--- config.mk ---
export PLATFORM = sky130hd
export DESIGN_NAME = reset_sequencer
export DESIGN_NICKNAME = d
export VERILOG_FILES = /design/src/rtl/reset_sequencer.sv
export SDC_FILE = /design/constraint.sdc
export NUM_CORES = 1
export LEC_CHECK = 0
export CAP_MARGIN = 10
export CORE_UTILIZATION = 27
export CTS_BUF_LIST = sky130_fd_sc_hd__clkbuf_8
export CTS_CLUSTER_SIZE = 16
export DETAILED_ROUTE_END_ITERATION = 10
export SYNTH_ARGS = -nofsm -noshare
export SYNTH_HDL_FRONTEND = slang
export SYNTH_SLANG_ARGS = --single-unit
--- constraint.sdc ---
create_clock -name clk -period 2.25 [get_ports clk]
set_clock_uncertainty 0.05 [all_clocks]
set_input_delay 0.45 -clock clk [delete_from_list [all_inputs] [get_ports clk]]
set_output_delay 0.45 -clock clk [all_outputs]
set_load 0.05 [all_outputs]
--- src/rtl/reset_sequencer.sv ---
// Power-on reset sequencer: waits for a stable PLL lock, then releases peripheral and CPU resets in order.
// Optional push-button reset with debounce is compiled in with RESET_SEQ_BTN_EN.
module reset_sequencer #(
    parameter int SYNC_STAGES  = 2,
    parameter int LOCK_CYCLES  = 1024,
    parameter int STAGE_GAP    = 16
`ifdef RESET_SEQ_BTN_EN
    ,
    parameter int BTN_DEBOUNCE = 65536
`endif
) (
    input  logic       clk,
    input  logic       reset,
    input  logic       locked,
`ifdef RESET_SEQ_BTN_EN
    input  logic       btn_n,
`endif
    output logic       periph_reset,
    output logic       cpu_reset,
    output logic       ready,
    output logic [7:0] relock_count
);

    localparam int MAX_CYCLES = (LOCK_CYCLES > STAGE_GAP) ? LOCK_CYCLES : STAGE_GAP;
    localparam int CW         = $clog2(MAX_CYCLES) + 1;

    typedef enum logic [1:0] {
        WAIT_LOCK  = 2'd0,
        STABLE     = 2'd1,
        REL_PERIPH = 2'd2,
        RUN        = 2'd3
    } state_t;

    state_t                 state_q, state_d;
    logic [CW-1:0]          cnt_q, cnt_d;
    logic [SYNC_STAGES-1:0] lock_sync_q;
    logic                   locked_s;
    logic                   periph_reset_q, periph_reset_d;
    logic                   cpu_reset_q, cpu_reset_d;
    logic                   ready_q, ready_d;
    logic [7:0]             relock_q, relock_d;
    logic                   btn_held;

    always_ff @(posedge clk) begin
        if (reset) begin
            lock_sync_q <= '0;
        end else begin
            lock_sync_q <= {lock_sync_q[SYNC_STAGES-2:0], locked};
        end
    end

    assign locked_s = lock_sync_q[SYNC_STAGES-1];

`ifdef RESET_SEQ_BTN_EN
    localparam int BW = $clog2(BTN_DEBOUNCE + 1);

    logic [SYNC_STAGES-1:0] btn_sync_q;
    logic [BW-1:0]          btn_cnt_q;
    logic                   btn_s;

    assign btn_s = btn_sync_q[SYNC_STAGES-1];

    // Counter saturates at the debounce length so a long press keeps the machine parked.
    always_ff @(posedge clk) begin
        if (reset) begin
            btn_sync_q <= '0;
            btn_cnt_q  <= '0;
        end else begin
            btn_sync_q <= {btn_sync_q[SYNC_STAGES-2:0], btn_n};
            if (btn_s) begin
                btn_cnt_q <= '0;
            end else if (btn_cnt_q != BW'(BTN_DEBOUNCE)) begin
                btn_cnt_q <= btn_cnt_q + 1'b1;
            end
        end
    end

    assign btn_held = (btn_cnt_q == BW'(BTN_DEBOUNCE));
`else
    assign btn_held = 1'b0;
`endif

    always_ff @(posedge clk) begin
        if (reset) begin
            state_q        <= WAIT_LOCK;
            cnt_q          <= '0;
            periph_reset_q <= 1'b1;
            cpu_reset_q    <= 1'b1;
            ready_q        <= 1'b0;
            relock_q       <= '0;
        end else begin
            state_q        <= state_d;
            cnt_q          <= cnt_d;
            periph_reset_q <= periph_reset_d;
            cpu_reset_q    <= cpu_reset_d;
            ready_q        <= ready_d;
            relock_q       <= relock_d;
        end
    end

    // Lock loss is tested before the terminal count so a drop on the last cycle never releases.
    always_comb begin
        state_d = state_q;
        cnt_d   = cnt_q + 1'b1;
        case (state_q)
            WAIT_LOCK: begin
                cnt_d = '0;
                if (locked_s) state_d = STABLE;
            end
            STABLE: begin
                if (!locked_s) begin
                    state_d = WAIT_LOCK;
                    cnt_d   = '0;
                end else if (cnt_q == CW'(LOCK_CYCLES - 1)) begin
                    state_d = REL_PERIPH;
                    cnt_d   = '0;
                end
            end
            REL_PERIPH: begin
                if (!locked_s) begin
                    state_d = WAIT_LOCK;
                    cnt_d   = '0;
                end else if (cnt_q == CW'(STAGE_GAP - 1)) begin
                    state_d = RUN;
                    cnt_d   = '0;
                end
            end
            default: begin
                cnt_d = '0;
                if (!locked_s) state_d = WAIT_LOCK;
            end
        endcase
        if (btn_held) begin
            state_d = WAIT_LOCK;
            cnt_d   = '0;
        end
    end

    // Outputs are decoded from the next state so they change on the same edge as the transition.
    always_comb begin
        periph_reset_d = !((state_d == REL_PERIPH) || (state_d == RUN));
        cpu_reset_d    = (state_d != RUN);
        ready_d        = (state_d == RUN);
        relock_d       = relock_q;
        if ((state_q == RUN) && !locked_s && (relock_q != 8'hFF)) begin
            relock_d = relock_q + 1'b1;
        end
    end

    assign periph_reset = periph_reset_q;
    assign cpu_reset    = cpu_reset_q;
    assign ready        = ready_q;
    assign relock_count = relock_q;

endmodule

==> run metrics <==
CTS H-Tree Depth 1; DIE AREA 5060 sq um; Leakage 0.522 nW; Pwr per Cell Area 495 nW/um^2; Final Max Slew Viols 0; Net Switching 155 uW; Clock power frac 34.7%; # fillers 461; DP Wirelength 1.62 mm; Area growth, synth to finish 17.2%; IO buf count 13; nets 163; post-CTS setup buffers 0; CP Class reg -> out; Post-DRT Antenna Nets 0; sw frac 20.7%; Multi-input gate area 724 sq um; Min-Delay Path Class reg -> reg; syn_nets 147; grt total ovfl 0; Synth warnings 0; Root Driver clkbuf_8; io pins 14; most frequent cells in the layout 26 x dfxtp_1, 17 x nor2_1, 13 x clkdlybuf4s50_1, 8 x a21oi_1, 7 x ha_1; TNS Setup 0 ns; Mapped Area 1290 sq um; Synth top area share 40.3%; critical path's top delay family buffers and inverters; core area 4470 sq um; Post-Layout Cell Count 203; initial antenna violation count 0; sequential area share after synthesis 40.3%; Die Width 71.1 um; Via density 4.91; Critical Path Fanout Max 7; design internal power 593 uW; # clock sinks 26; RSZ-0062 raised after global routing false; global-route wire length before repair 4.13 mm; most common cell after layout, fill and taps aside dfxtp_1; fin crit share 91.2%; Clock Tree Buf Depth 2; Logic pwr share 3.0%; later-pin clock latency in the skew report 0.27 ns; critical path data arrival time 1.55 ns; Clock transition at path regs 0.09 ns; DRC 0; top post-synthesis cells by area dfxtp_1 40%, ha_1 6.8%, nor2_1 4.9%; Via Count 996; ant diodes 0; Resized Gates After CTS 0; crit-path max cell delay 0.84 ns; fraction of layout cells with a size suffix above 1 9.27%; wire per inst 11.5 um; Final Wtd Congestion 0.733; CP Launch Type flop; Fmax achieved 0.487 GHz; crit end category output port; Initial DRC Count 44; Worst Path Buf+Inv 1; Cells after DPL 200; outcome finished, final reports clean; peak supply drop 0.000150 V; Avg Cell Area, Syn 9.42 sq um; GRT Total Usage 10.3%; vias in the first global route 915; Distinct cells, synth 43; Fin. Hold Viols 0; CTS tree done; Initial Util 28.8%; minimum clock period 2.05 ns; max capacitance violation total 0; Slowest cell on crit path clkdlybuf4s50_1; largest net degree at the start of global routing 14; Die Ht 71.1 um; Sequential Power Share 62.4%; Worst Path Required 1.75 ns; worst hold margin 0.390 ns; final setup vio count 0; Synth Register Bits 26; CTS Buf Count 3; # rows 24; Hold-fix buffers, CTS 0; Tot Pwr 748 uW; worst-margin pin slew 0.498 ns; area leader, netlist dfxtp_1; Reg area 520 sq um; WL final 2.33 mm; Mapped Cells 137; Slew HR 66.7%; worst path cell trace clkdlybuf4s50_1; 1st-pass router iterations 4
## metal layers
metal	wire, um	share of wire (%)	track usage, %	vias to the layer above
met4	59	2.5	6.67	0
met3	83	3.6	1.42	4
met5	0	0	0	-
li1	-	-	-	521
met1	1240	53	14.3	454
met2	940	40	15.0	17
## logic make-up after synthesis
group,synth area share (%)
buffers and inverters,3.49
muxes,1.65
and+or+nand+nor,24.3
DFF,40.3
xor gates and xnor gates,7.47
AOI/OAI and AO/OA,15.9
adders and majority gates,6.79
## final cells by class
type / instances / area share [%]
multi-input cells: 102 / 47.9
repair buffers: 14 / 9.11
well taps: 52 / 4.30
clock buffers: 3 / 2.73
inverters: 6 / 1.49
flip-flops and latches: 26 / 34.4
## per-stage QoR
step                setup slack [ns]  instance area, sq um  utilization [%]
floorplan                      0.486                  1290                -
global placement               0.482                  1470             32.9
detailed placement             0.441                  1470             32.9
CTS                            0.190                  1510             33.8
global route                   0.128                  1510             33.8
finish                         0.198                  1510             33.8
## final timing paths
path	from	endpoint	slack (ns)	depth (start not counted)
setup / recovery	relock_count[3]$_SDFFE_PP0P_	relock_count[3]	0.20	1
hold / removal	lock_sync_q[0]$_SDFF_PP0_	lock_sync_q[1]$_SDFF_PP0_	0.39	1
setup reg to reg	state_q[0]$_SDFF_PP0_	ready$_SDFF_PP0_	0.48	6
hold reg to reg	lock_sync_q[0]$_SDFF_PP0_	lock_sync_q[1]$_SDFF_PP0_	0.39	1
## cell usage after synthesis
master / number
nand3_2: 1
o21ai_0: 2
a31o_1: 1
o211a_1: 1
nand4_2: 1
nand2b_1: 1
inv_1: 6
clkbuf_1: 1
nor4_2: 2
xnor2_1: 6
nand4_1: 3
buf_4: 1
and2_1: 1
a21o_1: 2
or3_1: 2
nand4b_1: 1
o41ai_1: 1
nor2b_1: 3
ha_1: 7
nor2_1: 17
or2_2: 1
dfxtp_1: 26
o21ai_4: 1
nand2_1: 6
xor2_1: 5
nor2b_4: 1
mux2_1: 1
mux2i_1: 1
o31a_1: 2
buf_6: 1
o31ai_1: 2
a21oi_1: 8
nand2_2: 1
or4_1: 2
nor3_1: 3
nand3_1: 4
o221ai_1: 1
and3_1: 4
o211ai_1: 3
nand3b_1: 1
o21ai_1: 1
o2111a_2: 1
a2111oi_2: 1
## state kept, by name, indices dropped and copies added, names as in the netlist
name	flops
ready	1
lock_sync_q	2
cpu_reset	1
cnt_q	11
periph_reset	1
relock_count	8
state_q	2
## power by group through the flow
stage               Combinational [mW]  Clock [mW]  Sequential [mW]
floorplan                       0.0170           0            0.475
global placement                0.0229           0            0.477
detailed placement              0.0222           0            0.477
CTS                             0.0224       0.273            0.467
global route                    0.0251       0.292            0.468
finish                          0.0221       0.260            0.466
Note: power is estimated with default switching activity, not from simulation.
